`config.mk`:
```
export PLATFORM = sky130hd
export DESIGN_NAME = sp_ram_fifo_ctrl
export DESIGN_NICKNAME = d
export VERILOG_FILES = /design/src/rtl/sp_ram_fifo_ctrl_pkg.sv /design/src/rtl/sp_fifo_arbiter.sv /design/src/rtl/sp_ram_fifo_ctrl.sv
export SDC_FILE = /design/constraint.sdc
export NUM_CORES = 1
export LEC_CHECK = 0
export ABC_AREA = 1
export BUFFER_PORTS_ARGS = -buffer_cell sky130_fd_sc_hd__buf_2
export CORE_ASPECT_RATIO = 1.1
export CORE_MARGIN = 10
export CORE_UTILIZATION = 30
export DETAILED_ROUTE_END_ITERATION = 8
export GPL_TIMING_DRIVEN = 0
export PLACE_DENSITY = 0.61
export SLEW_MARGIN = 20
export SYNTH_ARGS = -nofsm -noshare
export SYNTH_HDL_FRONTEND = slang
export SYNTH_SLANG_ARGS = --single-unit
```
`constraint.sdc`:
```
create_clock -name clk -period 2.87 [get_ports clk]
set_input_delay 0.287 -clock clk [delete_from_list [all_inputs] [get_ports clk]]
set_output_delay 0.287 -clock clk [all_outputs]
set_load 0.01 [all_outputs]
```
`src/rtl/sp_ram_fifo_ctrl_pkg.sv`:
```
// sp_ram_fifo_ctrl_pkg: shared encodings and depth helper for the single-port RAM FIFO controller.
package sp_ram_fifo_ctrl_pkg;
    typedef enum logic [1:0] {OP_IDLE, OP_WRITE, OP_FETCH} op_e;
    typedef enum logic {PRIO_READ, PRIO_WRITE} prio_e;
    function automatic int unsigned depth(input int unsigned aw);
        return 2 ** aw;
    endfunction
endpackage

```
`src/rtl/sp_fifo_arbiter.sv`:
```
// sp_fifo_arbiter: grants one RAM op per cycle (write or fetch), alternating priority under contention.
module sp_fifo_arbiter
    import sp_ram_fifo_ctrl_pkg::*;
(
    input  logic clk,
    input  logic reset,
    input  logic fetch_pending,
    input  logic wr_valid,
    input  logic ram_full,
    output logic wr_ready,
    output logic wr_grant,
    output logic rd_grant
);
    prio_e prio;
    assign wr_ready = !ram_full && !(fetch_pending && prio == PRIO_READ);
    assign wr_grant = wr_valid && wr_ready;
    assign rd_grant = fetch_pending && !wr_grant;
    // flip to the side that lost, so both sides progress every 2 cycles
    always_ff @(posedge clk or posedge reset)
        if (reset) prio <= PRIO_READ;
        else if (fetch_pending && wr_valid && !ram_full) prio <= wr_grant ? PRIO_READ : PRIO_WRITE;
endmodule

```
`src/rtl/sp_ram_fifo_ctrl.sv`:
```
// sp_ram_fifo_ctrl: FIFO controller driving a single-port async-read RAM with a one-entry output register.
// Define SP_FIFO_BYPASS_EN to let a word skip the RAM when the FIFO is empty (1-cycle latency).
module sp_ram_fifo_ctrl
    import sp_ram_fifo_ctrl_pkg::*;
#(
    parameter int ADDR_WIDTH = 8,
    parameter int DATA_WIDTH = 8
) (
    input  logic                  clk,
    input  logic                  reset,
    input  logic                  wr_valid,
    output logic                  wr_ready,
    input  logic [DATA_WIDTH-1:0] wr_data,
    output logic                  rd_valid,
    input  logic                  rd_ready,
    output logic [DATA_WIDTH-1:0] rd_data,
    output logic                  ram_we,
    output logic [ADDR_WIDTH-1:0] ram_addr,
    output logic [DATA_WIDTH-1:0] ram_din,
    input  logic [DATA_WIDTH-1:0] ram_dout,
    output logic [ADDR_WIDTH:0]   count
);
    localparam int PW = ADDR_WIDTH + 1;
    localparam int unsigned DEPTH = depth(ADDR_WIDTH);
    logic [PW-1:0] w_ptr, r_ptr, used;
    logic ram_empty, ram_full, fetch_pending, wr_grant, rd_grant, bypass;
    op_e op;
    assign used = w_ptr - r_ptr;
    assign ram_empty = used == '0;
    assign ram_full = used == PW'(DEPTH);
    assign fetch_pending = !ram_empty && (!rd_valid || rd_ready);
    sp_fifo_arbiter u_arb (
        .clk(clk),
        .reset(reset),
        .fetch_pending(fetch_pending),
        .wr_valid(wr_valid),
        .ram_full(ram_full),
        .wr_ready(wr_ready),
        .wr_grant(wr_grant),
        .rd_grant(rd_grant)
    );
`ifdef SP_FIFO_BYPASS_EN
    // empty FIFO with a free output register: the word goes straight to rd_data
    assign bypass = ram_empty && (!rd_valid || rd_ready) && wr_valid;
`else
    assign bypass = 1'b0;
`endif
    assign op = (wr_grant && !bypass) ? OP_WRITE : rd_grant ? OP_FETCH : OP_IDLE;
    assign ram_we = op == OP_WRITE;
    assign ram_addr = ram_we ? w_ptr[ADDR_WIDTH-1:0] : r_ptr[ADDR_WIDTH-1:0];
    assign ram_din = wr_data;
    assign count = used + PW'(rd_valid);
    always_ff @(posedge clk or posedge reset)
        if (reset) begin
            w_ptr <= '0;
            r_ptr <= '0;
            rd_valid <= 1'b0;
            rd_data <= '0;
        end else begin
            if (op == OP_WRITE) w_ptr <= w_ptr + 1'b1;
            if (op == OP_FETCH) begin
                r_ptr <= r_ptr + 1'b1;
                rd_data <= ram_dout;
                rd_valid <= 1'b1;
            end else if (bypass) begin
                rd_data <= wr_data;
                rd_valid <= 1'b1;
            end else if (rd_valid && rd_ready) rd_valid <= 1'b0;
        end
endmodule

```
### Yosys cells after proc, flatten, opt, wreduce, memory -nomap -nowiden

Index checks and enable logic that the tools add are counted.

| operators by class | value |
|---|---|
| add/sub/neg operators | 4 |
| equal/unequal tests | 3 |
| multiplexer cells | 6 |
| bitwise gates (word level) | 1 |
| reduce and logical (&&, ||, !) cells | 16 |

Operators by type and width:

| kind | count |
|---|---|
| $add 9x1->9 const B | 2 |
| $add 9x1->9 | 1 |
| $eq 9x9->1 const B | 1 |
| $logic_not 9->1 | 1 |
| $sub 9x9->9 | 1 |
| $logic_and 1x1->1 | 8 |
| $mux 8 | 1 |
| $logic_not 1->1 | 5 |
| $mux 2 | 2 |
| $mux 1 | 3 |
| $eq 2x1->1 const B | 1 |
| $eq 2x2->1 const B | 1 |
| $reduce_bool 2->1 | 1 |
| $logic_or 1x1->1 | 1 |
| $not 1->1 | 1 |

| storage, ports and cells | value |
|---|---|
| flip-flop bits (word level) | 28 |

### Logic depth before layout (Yosys ltp)

| depth | value |
|---|---|
| depth in word-level cells | 14 |
| mapped depth | 18 |

### Hierarchy

Synthesis repeated with hierarchy kept, for this count alone.

| second synthesis, totals | value |
|---|---|
| cell total of the unflattened synthesis | 292 |
| area total of the unflattened synthesis | 2173.3 um2 |

Modules (own cells, without submodules):

| module | times used | cells an instance | area each (um2) | seq. area each (um2) |
|---|---|---|---|---|
| sp_ram_fifo_ctrl | 1 | 276 | 2083.2 | 675.6 |
| sp_fifo_arbiter | 1 | 16 | 90.1 | 25.0 |

### Least setup slack after synthesis

No wires, ideal clock.

| timing path | value |
|---|---|
| kind | register to output |
| start point | register w_ptr[0] |
| end point | output port ram_addr[2] |
| arrival | 2.390 ns |
| required time | 2.583 ns |
| setup slack | 0.193 ns |
| stages on the path, launching flop included | 16 |
| cell sequence | dfrtp_1 inv_1 ha_1 inv_1 fa_1 xnor2_1 and2_1 nand3_1 nor2_2 nand3_2 nand2_4 inv_2 nand2_4 buf_6 nand2_1 o21ai_1 |

| on the way | value |
|---|---|
| longest elaborated chain between the ends | 14 |
| elaborated cells on any way between the ends | 16 |
| those cells by class | add/sub: 1; eq/ne: 2; mux: 3; reduce/logical: 10 |

RTL lines:

| element | line | source |
|---|---|---|
| start, declared | sp_ram_fifo_ctrl.sv:25 | `logic [PW-1:0] w_ptr, r_ptr, used;` |
| start signal, assigned | sp_ram_fifo_ctrl.sv:60 | `if (op == OP_WRITE) w_ptr <= w_ptr + 1'b1;` |
| $sub 9x9->9 * | sp_ram_fifo_ctrl.sv:28 | `assign used = w_ptr - r_ptr;` |
| $logic_not 9->1 | sp_ram_fifo_ctrl.sv:29 | `assign ram_empty = used == '0;` |
| $logic_not 1->1 | sp_ram_fifo_ctrl.sv:31 | `assign fetch_pending = !ram_empty && (!rd_valid \|\| rd_ready);` |
| $logic_and 1x1->1 | sp_ram_fifo_ctrl.sv:31 |  |
| $logic_and 1x1->1 | sp_fifo_arbiter.sv:15 | `assign wr_ready = !ram_full && !(fetch_pending && prio == PRIO_READ);` |
| $logic_not 1->1 | sp_fifo_arbiter.sv:15 |  |
| $logic_and 1x1->1 | sp_fifo_arbiter.sv:15 |  |
| $logic_and 1x1->1 | sp_fifo_arbiter.sv:16 | `assign wr_grant = wr_valid && wr_ready;` |
| $logic_not 1->1 | sp_fifo_arbiter.sv:17 | `assign rd_grant = fetch_pending && !wr_grant;` |
| $logic_and 1x1->1 | sp_fifo_arbiter.sv:17 |  |
| $mux 2 | sp_ram_fifo_ctrl.sv:48 | `assign op = (wr_grant && !bypass) ? OP_WRITE : rd_grant ? OP_FETCH : OP_IDLE;` |
| $mux 2 * | sp_ram_fifo_ctrl.sv:48 |  |
| $eq 2x1->1 * | sp_ram_fifo_ctrl.sv:49 | `assign ram_we = op == OP_WRITE;` |
| $mux 8 * | sp_ram_fifo_ctrl.sv:50 | `assign ram_addr = ram_we ? w_ptr[ADDR_WIDTH-1:0] : r_ptr[ADDR_WIDTH-1:0];` |
| end, declared | sp_ram_fifo_ctrl.sv:18 | `output logic [ADDR_WIDTH-1:0] ram_addr,` |

Mark *: on every way between the ends. The rest lies on a longest branch, timed or not.

### Worst setup path after layout

| timing path | value |
|---|---|
| start point | register w_ptr[0] |
| end point | output port ram_addr[1] |

The elaborated chain is that of the path after synthesis.

==> metrics list <==
* Buffer and inverter count on the worst path: 4
* Highest achievable clock rate: 0.340 GHz
- The routed design has 6240 um of wire.
* Count of final max-slew check failures: 0
* Die extent in y: between 100 and 150 um
* Count of mapped cells out of synthesis: around 310
- Cell count after placement: 446
- For this configuration, the core starts out at a cell density of 31.4%.
- Number of nets in the synthesized netlist: 348
- Remaining Overflow, GRT: 0
* Post-synth cell types: 27
* Number of buffers between clock root and the deepest sink: 2
* Core ar.: ~7000 um2
- In this run the mean area of a mapped cell was just over 7 um2.
- DRC: 0
* Met1 capacity usage during global routing: around an eighth
- The final reports fail on setup timing.
* Worst IR Drop VDD: slightly below 500 uV
- Slew at the pin with the worst max-slew slack: about 0.61 ns
- Measured along the x axis, the die boundary spans a little over 100 um.
- Synth warn: 0
* Leakage component of the power: about 1.6 nW
* Crit path required time: 2.58 ns
* Arrival time at the worst endpoint: around 2.7 ns
* Critical Path Slowest Stage Cell: dfrtp_1
* Library cell used as clock root buffer: clkbuf_8
* Cell class contributing the biggest share of worst-path delay: simple AND/OR/NAND/NOR gates
- Count of maximum capacitance violations: 0
- Once detailed placement completed, the half-perimeter wirelength came to approximately 4500 um.
- Leaving out fill and tap cells, the most frequent cells in the layout are nand2_1, buf_2, inv_1.
- Most common library cell in the layout ignoring fill and taps: nand2_1
* Total via count after detailed routing: between 2k and 2.5k
* Placement Rows: 32
- FILL cells: 720
- Layout-stage area growth over the synthesis result: 37.6%
- The die covers about 11000 um2.
- Setup repair after global routing missed its margin: yes
- The first global-routing pass estimated around 10000 um of wire.
- Dividing the detail-routed wire length by the instance count gives 13.1 um.
- Post-Layout Cell Count: about 480
- Largest incremental delay on the critical path: 0.40 ns
- In the post-route analysis, the smallest setup slack over all paths is -0.0672 ns.
* Number of sinks handled by clock tree synthesis: 28
- In the global route stage, met2 resource usage came out at 18.4%.
* Tightest slew margin relative to the limit: about three fifths
* Number of global-route vias before repair: around 2.2k
- Placement-stage worst setup slack: -0.187 ns
- The synthesized netlist occupies a cell area of 2240 um2.
- Worst min-delay path category: input pin to asynchronous set/reset pin
- Synthesized flop and latch total: 28
* Final clock period utilization by the worst path: 102%
* Busiest layer in global routing: met2
- CTS built an H-tree with a depth of 1.
- Entering global routing, the biggest net connects 29 pins.
* Number of nets still failing antenna checks after routing: 0
* Run status: finished with violations
- Drt initial violations: roughly 130
* Areal power density over the cells: between 1000 and 1500 nW/um2
* Clock tree from TritonCTS: done
- Crit-path max FO: 8
- In the global route stage, met3 resource usage came out at 2.05%.
* Post-DR vias/cell: roughly 4.7
* Share of the yosys chip area belonging to registers: around 31%
* Crit. End Element: output pin
* Critical Setup Path Class: flop to output pin
- Fin crit period: ~3 ns
* Aggregate global-route resource usage: between 10% and 20%
- Traced cell by cell, the critical path runs through inv_2, ha_4, inv_2, fa_2, nand2_2, nand2_4, nand3_2, nand2_1, nand2_1, nand2_2, nor2_4, nand3_4, nand3_4, nand2_8, buf_4, o21ai_2, buf_6.
- Total count of hold-check failures in the final report: 0
- Detailed-router iteration count before antenna repair: 4
- Count of buffers from port buffering: 47
- For the final database, setup skew stands at around 0.0032 ns.
- Initial antenna violation count: 0
- Clock buffer count from CTS: 3
- Hold Worst Slack: between 0.05 and 0.06 ns
- Insertion delay to the later sink of the worst-skew pair: about 0.28 ns
* Startpoint type of the worst setup path: flop
- After the last flow step, the layout net total stands at 425.
- Clock transition at the register clock pins on the worst setup and hold paths after CTS: roughly 0.10 ns
- Share of post-route cells with drive strength above 1: 37.7%
- Gpl congestion: between 0.8 and 0.9
- Number of diodes added for antenna fixing: 0
- During I/O placement, the number of pins put on the boundary was 56.
* Final setup violating endpoints: 8
-- what timing repair did --
item | 4_1_cts | 5_1_grt
hold endpoints to repair | 0 | 0
pin swaps | 13 | 17
cloned | 1 | 0
setup buffers | 17 | 7
setup endpoints to repair | 10 | 13
resized for setup | 34 | 29
hold buffers | 0 | 0
-- sequential cells by signal, indices dropped and copies added (netlist names) --
register    flops
r_ptr           9
rd_data         8
rd_valid        1
u_arb.prio      1
w_ptr           9
-- logic make-up after synthesis --
logic type | share of synthesized area, %
buffers and inverters | 12.6
DFF | 31.3
adders and majority gates | 8.16
and+or+nand+nor | 35.0
AOI/OAI and AO/OA | 3.97
xor gates and xnor gates | 9.00
-- cell type report --
class	count	area, um2	share of cell area [%]
multi-input cells	230	1470	47.8
flip-flops and latches	28	707	22.9
repair buffers	72	445	14.5
inverters	42	165	5.36
plain buffers	14	129	4.18
well taps	85	106	3.45
clock buffers	4	55.1	1.79
-- per-stage QoR --
step / power, W / util, % / TNS [ns] / instance area (um2)
3_5_place_dp: 0.00274 / 36.2 / -0.987 / 2580
2_1_floorplan: 0.00211 / - / 0 / 2240
5_1_grt: 0.00400 / 43.2 / -2.18 / 3080
3_3_place_gp: 0.00271 / 36.2 / -0.898 / 2580
6_report: 0.00361 / 43.2 / -0.379 / 3080
4_1_cts: 0.00338 / 40.9 / -0.446 / 2920
-- layer usage --
metal,vias to the layer above,wire length [um]
met5,-,0
met4,0,45
met3,6,300
met2,49,3230
met1,1047,2660
li1,1126,-
-- synth_stat cells (all sizes together) --
| cell type | instances | share of area [%] |
|---|---|---|
| nand4 | 9 | 2.5 |
| nor3 | 2 | 0.45 |
| a21oi | 3 | 0.67 |
| dfrtp | 28 | 31 |
| o21ai | 11 | 3.0 |
| inv | 42 | 7.2 |
| nand2 | 118 | 21 |
| o21bai | 1 | 0.34 |
| and2 | 1 | 0.28 |
| nand3 | 33 | 8.0 |
| nor2 | 14 | 2.6 |
| fa | 1 | 0.89 |
| ha | 13 | 7.3 |
| nor3b | 1 | 0.34 |
| xor2 | 19 | 7.4 |
| xnor2 | 4 | 1.6 |
| buf | 14 | 5.4 |
-- final timing paths --
path	startpoint	to	slack (ns)	cells after the start
worst max-delay path	w_ptr[0]$_DFFE_PP0N_	ram_addr[1]	-0.07	17
worst min-delay path	reset	rd_data[5]$_DFFE_PP0N_	0.06	2
worst max register to register	w_ptr[0]$_DFFE_PP0N_	rd_data[2]$_DFFE_PP0N_	0.30	19
worst min register to register	rd_data[3]$_DFFE_PP0N_	rd_data[3]$_DFFE_PP0N_	0.49	2
max in group asynchronous	reset	w_ptr[5]$_DFFE_PP0N_	2.37	2
min in group clk	ram_dout[6]	rd_data[6]$_DFFE_PP0N_	0.22	3
-- power breakdown --
| part | switching [W] | internal, W |
|---|---|---|
| logic | 0.00159 | 0.00115 |
| registers | 0.000105 | 0.000512 |
| clock network | 0.000133 | 0.000123 |
No activity file was read; power rests on OpenSTA's default activity.
